File: config.mk
export PLATFORM = sky130hd
export DESIGN_NAME = pwm_cfg_arbiter
export DESIGN_NICKNAME = d
export VERILOG_FILES = /design/src/rtl/pwm_cfg_arbiter.sv
export SDC_FILE = /design/constraint.sdc
export NUM_CORES = 1
export LEC_CHECK = 0
export CORE_UTILIZATION = 42
export CTS_CLUSTER_DIAMETER = 150
export DETAILED_ROUTE_END_ITERATION = 6
export HOLD_SLACK_MARGIN = 0.12
export PLACE_DENSITY = 0.75
export SYNTH_ARGS = -nofsm -noshare
export SYNTH_HDL_FRONTEND = slang
export SYNTH_SLANG_ARGS = --single-unit
File: constraint.sdc
create_clock -name clk -period 2.75 [get_ports clk]
set_clock_uncertainty 0.2 [all_clocks]
set_input_delay 0.6875 -clock clk [delete_from_list [all_inputs] [get_ports clk]]
set_output_delay 0.6875 -clock clk [all_outputs]
set_load 0.01 [all_outputs]
File: src/rtl/pwm_cfg_arbiter.sv
// pwm_cfg_arbiter: owns the PWM configuration register bank (output enables,
// PWM enables, duty cycle) and shares write access between two requesters.
// After reset or a soft clear a five-cycle default-load sequence runs before
// either requester is granted.
// Optional build macro: PWM_CFG_ARB_FIXED_PRIO_EN selects fixed priority
// (req0 always wins a tie) instead of round-robin arbitration.
module pwm_cfg_arbiter #(
  parameter logic [7:0] OUT_DEFAULT  = 8'h00,
  parameter logic [7:0] DUTY_DEFAULT = 8'h80
) (
  input  logic       clk,
  input  logic       rst,
  input  logic       init_clr,
  input  logic       req0_valid,
  input  logic [2:0] req0_addr,
  input  logic [7:0] req0_data,
  output logic       req0_ready,
  input  logic       req1_valid,
  input  logic [2:0] req1_addr,
  input  logic [7:0] req1_data,
  output logic       req1_ready,
  output logic [7:0] en_reg_out_7_0,
  output logic [7:0] en_reg_out_15_8,
  output logic [7:0] en_reg_pwm_7_0,
  output logic [7:0] en_reg_pwm_15_8,
  output logic [7:0] pwm_duty_cycle,
  output logic       init_done,
  output logic       wr_strobe,
  output logic       wr_src,
  output logic [2:0] wr_addr,
  output logic       addr_err
);

  localparam logic [0:0] ST_INIT  = 1'b0;
  localparam logic [0:0] ST_RUN   = 1'b1;
  localparam logic [2:0] LAST_REG = 3'd4;

  logic [0:0]      state_q, state_d;
  logic [2:0]      cnt_q, cnt_d;
  logic [4:0][7:0] regs_q, regs_d;
  logic            init_done_q, init_done_d;
  logic            wr_strobe_q, wr_strobe_d;
  logic            wr_src_q, wr_src_d;
  logic [2:0]      wr_addr_q, wr_addr_d;
  logic            addr_err_q, addr_err_d;
`ifndef PWM_CFG_ARB_FIXED_PRIO_EN
  logic            last_winner_q, last_winner_d;
`endif

  logic       grant0_s, grant1_s;
  logic       run_s;
  logic       acc_s, acc_src_s;
  logic [2:0] acc_addr_s;
  logic [7:0] acc_data_s;

  // Grant selection from the current valids; ties resolved by build option.
  always_comb begin
    grant0_s = 1'b0;
    grant1_s = 1'b0;
    if (req0_valid && req1_valid) begin
`ifdef PWM_CFG_ARB_FIXED_PRIO_EN
      grant0_s = 1'b1;
`else
      // Tie goes to whoever did not win last time.
      if (last_winner_q) begin
        grant0_s = 1'b1;
      end else begin
        grant1_s = 1'b1;
      end
`endif
    end else if (req0_valid) begin
      grant0_s = 1'b1;
    end else if (req1_valid) begin
      grant1_s = 1'b1;
    end else begin
      grant0_s = 1'b0;
      grant1_s = 1'b0;
    end
  end

  // Readies are gated by RUN and by a pending soft clear; handshake decode.
  always_comb begin
    run_s      = (state_q == ST_RUN);
    req0_ready = run_s & grant0_s & ~init_clr;
    req1_ready = run_s & grant1_s & ~init_clr;
    acc_s      = (req0_valid & req0_ready) | (req1_valid & req1_ready);
    acc_src_s  = req1_valid & req1_ready;
    acc_addr_s = acc_src_s ? req1_addr : req0_addr;
    acc_data_s = acc_src_s ? req1_data : req0_data;
  end

  // Next-state logic: default-load sequence, requester writes, status pulses.
  always_comb begin
    state_d     = state_q;
    cnt_d       = cnt_q;
    regs_d      = regs_q;
    wr_strobe_d = 1'b0;
    addr_err_d  = 1'b0;
    wr_src_d    = wr_src_q;
    wr_addr_d   = wr_addr_q;
`ifndef PWM_CFG_ARB_FIXED_PRIO_EN
    last_winner_d = last_winner_q;
`endif
    if (init_clr) begin
      // Restart the default load; register contents get overwritten there.
      state_d = ST_INIT;
      cnt_d   = 3'd0;
    end else begin
      case (state_q)
        ST_INIT: begin
          case (cnt_q)
            3'd0: regs_d[0] = OUT_DEFAULT;
            3'd1: regs_d[1] = OUT_DEFAULT;
            3'd2: regs_d[2] = OUT_DEFAULT;
            3'd3: regs_d[3] = OUT_DEFAULT;
            3'd4: regs_d[4] = DUTY_DEFAULT;
            default: regs_d = regs_q;
          endcase
          if (cnt_q >= LAST_REG) begin
            state_d = ST_RUN;
            cnt_d   = 3'd0;
          end else begin
            cnt_d = cnt_q + 3'd1;
          end
        end
        ST_RUN: begin
          if (acc_s) begin
`ifndef PWM_CFG_ARB_FIXED_PRIO_EN
            last_winner_d = acc_src_s;
`endif
            if (acc_addr_s <= LAST_REG) begin
              case (acc_addr_s)
                3'd0: regs_d[0] = acc_data_s;
                3'd1: regs_d[1] = acc_data_s;
                3'd2: regs_d[2] = acc_data_s;
                3'd3: regs_d[3] = acc_data_s;
                3'd4: regs_d[4] = acc_data_s;
                default: regs_d = regs_q;
              endcase
              wr_strobe_d = 1'b1;
              wr_src_d    = acc_src_s;
              wr_addr_d   = acc_addr_s;
            end else begin
              // Out-of-range address: accepted so the requester never stalls.
              addr_err_d = 1'b1;
            end
          end else begin
            wr_strobe_d = 1'b0;
          end
        end
        default: begin
          state_d = ST_INIT;
          cnt_d   = 3'd0;
        end
      endcase
    end
    init_done_d = (state_d == ST_RUN);
  end

  // State and output registers with synchronous reset.
  always_ff @(posedge clk) begin
    if (rst) begin
      state_q     <= ST_INIT;
      cnt_q       <= 3'd0;
      regs_q      <= '0;
      init_done_q <= 1'b0;
      wr_strobe_q <= 1'b0;
      wr_src_q    <= 1'b0;
      wr_addr_q   <= 3'd0;
      addr_err_q  <= 1'b0;
`ifndef PWM_CFG_ARB_FIXED_PRIO_EN
      last_winner_q <= 1'b1;
`endif
    end else begin
      state_q     <= state_d;
      cnt_q       <= cnt_d;
      regs_q      <= regs_d;
      init_done_q <= init_done_d;
      wr_strobe_q <= wr_strobe_d;
      wr_src_q    <= wr_src_d;
      wr_addr_q   <= wr_addr_d;
      addr_err_q  <= addr_err_d;
`ifndef PWM_CFG_ARB_FIXED_PRIO_EN
      last_winner_q <= last_winner_d;
`endif
    end
  end

  assign en_reg_out_7_0  = regs_q[0];
  assign en_reg_out_15_8 = regs_q[1];
  assign en_reg_pwm_7_0  = regs_q[2];
  assign en_reg_pwm_15_8 = regs_q[3];
  assign pwm_duty_cycle  = regs_q[4];
  assign init_done       = init_done_q;
  assign wr_strobe       = wr_strobe_q;
  assign wr_src          = wr_src_q;
  assign wr_addr         = wr_addr_q;
  assign addr_err        = addr_err_q;

endmodule

# [Yosys cells after proc, flatten, opt, wreduce, memory -nomap -nowiden]
# Cells that the tools add are included.
[word_totals] regBits=51 inputBits=27 word_cells=84
[classes] add_sub_neg=1 magnitude_cmp=2 eq_ne=20 mux=27 bitwise_logic=10 reduce_logical=12
[ops] operator="two-way mux 8 bit" n=11
[ops] operator="two-way mux 40 bit" n=2
[ops] operator="one-hot mux 40 bit (2 select lines)" n=1
[ops] operator="AND reduction 5 bit" n=5
[ops] operator="!= test 2 x 1 -> 1 bit (second input constant)" n=12
[ops] operator="== test 3 x 2 -> 1 bit (second input constant)" n=4
[ops] operator="two-way mux 1 bit" n=11
[ops] operator="AND 1 bit" n=6
[ops] operator="== test 3 x 1 -> 1 bit (second input constant)" n=2
[ops] operator="== test 3 bit (second input constant)" n=2
[ops] operator="logical NOT 3 bit" n=2
[ops] operator="two-way mux 3 bit" n=2
[ops] operator="AND reduction 4 bit" n=1
[ops] operator="OR reduction 4 bit" n=1
[ops] operator="adder 3 x 1 -> 3 bit (second input constant)" n=1
[ops] operator="greater-or-equal comparator 3 bit (second input constant)" n=1
[ops] operator="<= comparator 3 bit (second input constant)" n=1
[ops] operator="NOT 1 bit" n=3
[ops] operator="AND reduction 3 bit" n=1
[ops] operator="OR reduction 2 bit" n=1
[ops] operator="logical AND 1 bit" n=1
[ops] operator="OR 1 bit" n=1

# [Logic depth before layout (Yosys ltp)]
# Gate-level depths: netlist (run 1).
[depth] ltp_word=12 ltp_mapped=7 depth_no_buf=7

# [Least setup slack after synthesis (run 1)]
# OpenSTA, ideal clock, no wires.
[synth_path] path_kind="input-to-reg" from="input port init_clr" to="register regs_q (netlist bit en_reg_pwm_15_8[7])" setup_time_ps=121 arrival_ps=2088 required_time_ps=2429 path_slack_ps=340 path_stages=6 path_cell_list="and2b_1 o21ai_1 nor4b_1 a222oi_1 buf_2 mux2_4"
[synth_between] elab_chain_cells=8 word_cells_on_any_way=18 classes_between="1 x order compare; 4 x eq/ne; 6 x mux; 6 x bitwise; 1 x reduce/logical"
[synth_lines] item="from (decl)" line_no="13" source="input logic init_clr,"
[synth_lines] item="NOT 1 bit (no line) (*)"
[synth_lines] item="branches (longest 7 deep; another with <= comparator 3 bit)"
[synth_lines] item="to (signal assigned)" line_no="177" source="regs_q <= regs_d;"
[synth_lines] item="to (decl)" line_no="40" source="logic [4:0][7:0] regs_q, regs_d;"
# Every way passes the cells marked *. The select of a mux whose other input is x is not followed.
# A chain may end at the register's enable or synchronous reset.

# [Worst setup path in the final report (run 1)]
[layout_path] from="input port req0_valid" to="register wr_addr_q[0] (netlist: wr_addr[0])"
[layout_between] elab_chain_cells=8 word_cells_on_any_way=15 classes_between="1 x order compare; 5 x mux; 7 x bitwise; 2 x reduce/logical"
[layout_lines] item="from (decl)" line_no="14" source="input logic req0_valid,"
[layout_lines] item="two-way mux 1 bit / logical AND 1 bit (equally long branches)" line_no="71, 60"
[layout_lines] item="two-way mux 1 bit" line_no="60" source="if (req0_valid && req1_valid) begin"
[layout_lines] item="AND 1 bit (2 in a row)" line_no="85" source="req1_ready = run_s & grant1_s & ~init_clr;"
[layout_lines] item="AND 1 bit" line_no="86, 87"
[layout_lines] item="two-way mux 3 bit" line_no="88" source="acc_addr_s = acc_src_s ? req1_addr : req0_addr;"
[layout_lines] item="<= comparator 3 bit" line_no="131" source="if (acc_addr_s <= LAST_REG) begin"
[layout_lines] item="AND reduction 4 bit (no line)"
[layout_lines] item="to (signal assigned)" line_no="181" source="wr_addr_q <= wr_addr_d;"
[layout_lines] item="to (decl)" line_no="44" source="logic [2:0] wr_addr_q, wr_addr_d;"
# Several ways; a longest one is shown, not always the timed one.

==> metrics.yaml, run 1 <==
sta:
  tightest_slew_ns: 0.6645
  setup_violations: 0
  tns_ns: 0
  clock.fmax_mhz: 365.5
  rsz0062_at_grt: "no"
  hold_violations: 0
  maxSlewHeadroom_pct: 55.61
  finalMaxSlewViolations: 0
  fin_crit_sh_pct: 99.49
  min_period_ns: 2.736
synthesis:
  synth_mux_area_share_pct: 21.01
  syn-num-nets: 282
  synth-edff-count: 0
  syn_inst: 250
  yosysWarnings: 0
  synth_fa_ha_area_share_pct: 2.619
  synth_cell_types: 44
  synth-simple-area-share_pct: 18.49
  yosys.area.top_type: "dfxtp_1"
  syn_area_sq_um: 2389
  syn_area_per_cell_sq_um: 9.554
  ys.flop_type: "dfxtp_1"
  synth_commonest_cells: "55 x nand2_1, 51 x dfxtp_1, 37 x mux2i_1, 13 x nor2_1"
  synth-compound-area-share_pct: 12.10
  synth_area_leaders: "dfxtp_1 43%, mux2i_1 16%, nand2_1 8.6%, mux2_2 4.2%, ha_1 2.6%"
  synth-xor-area-share_pct: 0
  async_flop_share_pct: 0
  synth_seq_area_share_pct: 42.74
  yosysTopAreaCellShare_pct: 42.74
  synth_most_common_cell: "nand2_1"
  synth_top_family_by_area: "multiplexers"
  synth-seq-cells: 51
setup_path:
  critPathMaxFanout: 4
  reg2reg_slack_ns: 0.61
  critPathSlowestCell: "or4b_4"
  worstPathRequired_ns: 2.75
  worstPathArrival_ns: 2.74
  crit_path_end_kind: "flop"
  slowest_delay_ns: 0.53
  path_buf_inv: 2
  path_cells: "clkdlybuf4s50_1 -> buf_4 -> a21bo_2 -> or4b_4 -> a21o_1 -> and2_0 -> o31a_1"
  critPathKind: "in -> reg"
  critPathLaunchType: "input pin"
  path_delay_family: "buffers and inverters"
cells_and_area:
  n_fill_cell: 485
  design_area_sq_um: 3576
  final-seq-area_sq_um: 1021
  stdcell_count: 432
  area.growth.synth_to_final_pct: 49.71
  finalNetCount: 392
  multiInputGateArea_sq_um: 1296
  diodes: 0
  drive_above_1_share_pct: 18.61
routing:
  route.detailed.drc: 0
  drtIter0Drc: 89
  drt-wirelength-per-cell_um: 14.99
  drt-pass1-iter-count: 4
  vias_per_cell: 5.141
  antenna_left: 0
  vias: 2221
  routed_wl_um: 6476
global_routing:
  overflow: 0
  grt_pass1_wl_um: 10920
  grt_pass1_vias: 2253
  grt_usage_pct: 23.26
  antenna_found_initial: 0
  grt_max_degree: 36
run_status:
  status: "complete, no violations"
clock_network:
  insertion_delay_ns: 0.30
  cts_buffers: 5
  tritoncts: "yes"
  cts_buffer_depth: 2
  htreeDepth: 2
  clk_pin_slew_ns: 0.09
  cts_root_buffer: "clkbuf_8"
  cts.sinks: 51
place:
  dp_hpwl_um: 4932
  place_inst: 424
  gp_congestion: 0.8815
  place_area_sq_um: 3487
  portBuffers: 75
floorplan:
  die_w_um: 77.41
  initial_utilization_pct: 43.38
  io_pins: 76
  dieArea_sq_um: 5992
  die_h_um: 77.41
  core_area_sq_um: 5507
  rows: 27
pwr:
  power_density_nw_per_um2: 376.2
  ir_drop_mv: 0.2210
  p_leak_nw: 1.412
min_path:
  min_path_type: "reg -> reg"
flow_run:
  max_cap_violations: 0
## logic make-up (layout without fill, tap and decap cells)
logic type	after synthesis	in the layout
AOI/OAI and AO/OA	34	34
adders and majority gates	5	5
buffers and inverters	17	127
DFF	51	51
muxes	48	48
and+or+nand+nor	95	95
## flip-flops by register name, summed over array words and instances (netlist names)
register and cells:
wr_strobe 1, en_reg_pwm_7_0 8, en_reg_out_7_0 8, en_reg_out_15_8 8, wr_src 1, addr_err 1, en_reg_pwm_15_8 8, wr_addr 3
last_winner_q 1, init_done 1, cnt_q 3, pwm_duty_cycle 8
## through the flow
stage / power (W) / hold slack [ns] / worst slack (ns) / utilization, %
detailed placement: 0.0009106 / 0.2449 / -0.3288 / 63.33
floorplan: 0.0008240 / 0.2790 / 0.3403 / -
global placement: 0.0009102 / 0.2416 / -0.2974 / 63.33
finish: 0.001345 / 0.2623 / 0.01402 / 64.94
CTS: 0.001357 / 0.2660 / 0.02817 / 64.99
global route: 0.001410 / 0.2760 / 0.005491 / 64.94
## final cells by class
| class | count | area share [%] |
|---|---|---|
| multi-input combinational | 182 | 36.25 |
| timing repair buffer | 112 | 29.15 |
| sequential | 51 | 28.55 |
| tap | 72 | 2.519 |
| clock buffer | 6 | 2.309 |
| inverter | 8 | 0.9797 |
| clock inverter | 1 | 0.2449 |
## layer usage
layer  track usage (%)  share of wire, %  wire, um  vias to the layer above
met5                 0                 0         0                        -
met4             9.245               2.0       129                        0
met3             6.235               6.2       401                       13
met2             40.53                49      3141                       71
met1             26.87                43      2803                     1049
li1                  -                 -         -                     1088
## layout by cell type (no fill, tap or decap), types with 3 or more instances in the layout
cell type / Yosys / layout
nor2_1: 13 / 13
buf_4: 0 / 35
ha_1: 5 / 5
o21ai_0: 3 / 3
dfxtp_1: 51 / 51
mux2_2: 9 / 9
nor3_1: 3 / 3
clkbuf_8: 0 / 6
clkdlybuf4s50_1: 0 / 72
mux2i_1: 37 / 37
nand2_1: 55 / 55
a21oi_1: 9 / 9
inv_1: 7 / 7
nor2b_1: 9 / 9
## path summary, 6_finish.rpt
kind,from,end,cells past startpoint
max reg2reg,init_done,wr_addr[0],6
min reg2reg,en_reg_pwm_7_0[1],en_reg_pwm_7_0[1],2
min,en_reg_pwm_7_0[1],en_reg_pwm_7_0[1],2
max,req0_valid,wr_addr[0],7
## repair_timing
item	in CTS	in global routing
hold buffers	0	0
setup endpoints to repair	4	4
hold endpoints to repair	0	0
setup buffers	1	0
pin swaps	0	1
resized for setup	6	3
## where the power goes
part           internal [W]  switching, W  total, W
registers          0.000739    0.00000190  0.000741
logic             0.0000848     0.0000687  0.000154
clock network      0.000203      0.000247  0.000450
## worst register-to-register path, delay by kind of cell, from the launching register on
family / cells / cell delay, ns
AOI/OAI and AO/OA: 2 / 0.43
buffers and inverters: 1 / 0.23
DFF: 1 / 0.34
and+or+nand+nor: 3 / 0.85
Note: power is estimated with default switching activity, not from simulation.
==> inputs of run 2 (changes only) <==
Settings changed: CORE_MARGIN from default to 3.
==> run 2 against run 1 <==
  * The flow now finishes with violations (negative setup slack)
  * Critical path depth increased by 2
  * Maximum frequency shrank 0.57%
  * Clock power is essentially flat
  * Combinational power grew 4%
  * Non-clock buffer count grew 6
  * Cell count rose by 1.2%
  * Sequential power hardly changed
  * Register-to-register slack worse by 0.13 ns
  * Via count up 0.54%
  * Critical path type unchanged
  * Largest cell class unchanged
==> metrics.yaml, run 2 (same netlist as run 1, synthesis figures left out) <==
run_status:
  status: "finished with violations"
  violations: "negative setup slack"
clock_network:
  insertion_delay_ns: 0.29
  tritoncts: "yes"
  cts.sinks: 51
  cts_buffers: 5
  clk_pin_slew_ns: 0.09
  cts_root_buffer: "clkbuf_8"
  htreeDepth: 2
  postCtsHoldBufs: 0
  cts_buffer_depth: 2
setup_path:
  critPathSlowestCell: "clkdlybuf4s50_1"
  path_buf_inv: 4
  critPathKind: "in -> reg"
  cpMostUsedCell: "buf_4"
  critPathMaxFanout: 5
  reg2reg_depth: 8
  path_cells: "clkdlybuf4s50_1 -> and2b_2 -> nand2_4 -> clkinv_4 -> buf_4 -> mux2i_1 -> a221oi_4 -> buf_4 -> mux2_4"
  critPathLaunchType: "input pin"
  worstPathRequired_ns: 2.74
  crit_path_end_kind: "flop"
  reg2reg_slack_ns: 0.48
  r2r-start: "last_winner_q"
  slowest_delay_ns: 0.49
  path_delay_family: "buffers and inverters"
  r2r-end: "en_reg_pwm_7_0[7]"
  worstPathArrival_ns: 2.75
global_routing:
  grt_pass1_vias: 2193
  grt_usage_pct: 21.06
  grt_pass1_wl_um: 10740
  antenna_found_initial: 0
  overflow: 0
  grt_max_degree: 26
sta:
  rsz0062_at_grt: "yes"
  min_period_ns: 2.752
  clock.fmax_mhz: 363.4
  setup_violations: 1
  maxSlewHeadroom_pct: 72.91
  setup_ws_ns: -0.001566
  finalMaxSlewViolations: 0
  fin_crit_sh_pct: 100.1
  tightest_slew_ns: 0.4037
  hold_violations: 0
pwr:
  power_density_nw_per_um2: 373.9
  p_leak_nw: 1.434
  power.total_w: 0.001354
  ir_drop_mv: 0.2573
routing:
  drt-wirelength-per-cell_um: 15.40
  antenna_left: 0
  drtIter0Drc: 109
  routed_wl_um: 6728
  route.detailed.drc: 0
  drt-pass1-iter-count: 4
  vias_per_cell: 5.110
  vias: 2233
cells_and_area:
  area.growth.synth_to_final_pct: 51.60
  finalNetCount: 398
  mostFrequentLayoutCell: "clkdlybuf4s50_1"
  multiInputGateArea_sq_um: 1316
  diodes: 0
  final-seq-area_sq_um: 1021
  n_fill_cell: 443
  drive_above_1_share_pct: 20.71
  final_cell_mix: "71 x clkdlybuf4s50_1, 55 x nand2_1, 51 x dfxtp_1, 42 x buf_4, 37 x mux2i_1"
place:
  portBuffers: 75
  dpl_worst_slack_ns: -0.3609
  gp_congestion: 0.8685
  dp_hpwl_um: 5085
floorplan:
  die_w_um: 81.41
  rows: 26
  io_pins: 76
  die_h_um: 81.41
  core_area_sq_um: 5303
  initial_utilization_pct: 45.04
  dieArea_sq_um: 6628
min_path:
  hold_path_end: "en_reg_out_7_0[1]"
  min_path_type: "reg -> reg"
  min_from: "en_reg_out_7_0[1]"
  whs_path_depth: 2
flow_run:
  max_cap_violations: 0
-- run 2: cell types whose count changed in the layout (fill, tap and decap cells not counted), sizes merged --
cell,previous run,this run
buf,38,43
clkbuf,7,8
clkdlybuf4s50,72,71
clkinv,1,2
dlygate4sd2,1,2
-- run 2: timing repair --
item,CTS,global route
gates resized for setup,6,7
pin swaps,1,1
setup buffers,3,1
setup endpoints to repair,10,21
-- run 2: layout make-up --
class | count | share of cell area (%)
clock inverters | 2 | 0.3801
inverters | 8 | 0.9675
well taps | 70 | 2.419
repair buffers | 118 | 29.41
flip-flops and latches | 51 | 28.20
clock buffers | 6 | 2.281
multi-input cells | 182 | 36.35
-- run 2: report_power, final --
group	switching, W	leakage [nW]	internal [W]	total (W)
Combinational	0.0000717	0.972	0.0000887	0.000160
Sequential	0.00000196	0.411	0.000739	0.000741
Clock	0.000246	0.0516	0.000206	0.000452
-- run 2: stage by stage --
| stage | util, % | instances | setup TNS [ns] | area (sq um) | hold slack, ns |
|---|---|---|---|---|---|
| after floorplan | - | 250 | 0 | 2389 | 0.2790 |
| after global placement | 65.67 | 425 | -7.307 | 3482 | 0.2418 |
| after detailed placement | 65.67 | 425 | -9.969 | 3482 | 0.2476 |
| after CTS | 67.86 | 436 | 0 | 3598 | 0.2630 |
| after global routing | 68.29 | 437 | -0.2598 | 3621 | 0.2837 |
| final | 68.29 | 437 | -0.001566 | 3621 | 0.2615 |
-- run 2: how the worst max path moves through the flow --
| stage | from | end | slack, ns | cells after the start |
|---|---|---|---|---|
| 2_1_floorplan | init_clr | en_reg_pwm_15_8[7] | 0.34 | 6 |
| 3_3_place_gp | init_clr | req0_ready | -0.25 | 5 |
| 3_5_place_dp | init_clr | en_reg_pwm_15_8[5] | -0.36 | 7 |
| 4_1_cts | init_clr | req0_ready | 0.005 | 5 |
| 5_1_grt | init_clr | en_reg_pwm_7_0[7] | -0.06 | 9 |
| 6_report | init_clr | en_reg_pwm_7_0[7] | -0.002 | 9 |
-- run 2: worst reg2reg max path, stage by stage (launching register included) --
cell,delay [ns]
dfxtp_1,0.45
a21boi_4,0.10
buf_4,0.14
buf_4,0.14
a21oi_1,0.15
a41oi_1,0.09
a221oi_4,0.44
buf_4,0.18
mux2_4,0.28
-- run 2: metal layers --
layer  share of wire [%]  global-route usage [%]  routed length [um]  up-vias
met3                 7.4                   5.263                 495       10
met5                   0                       0                   0        -
met4                 1.7                   5.743                 112        0
met2                  48                   34.12                3204       80
li1                    -                       -                   -     1105
met1                  43                   27.86                2915     1038
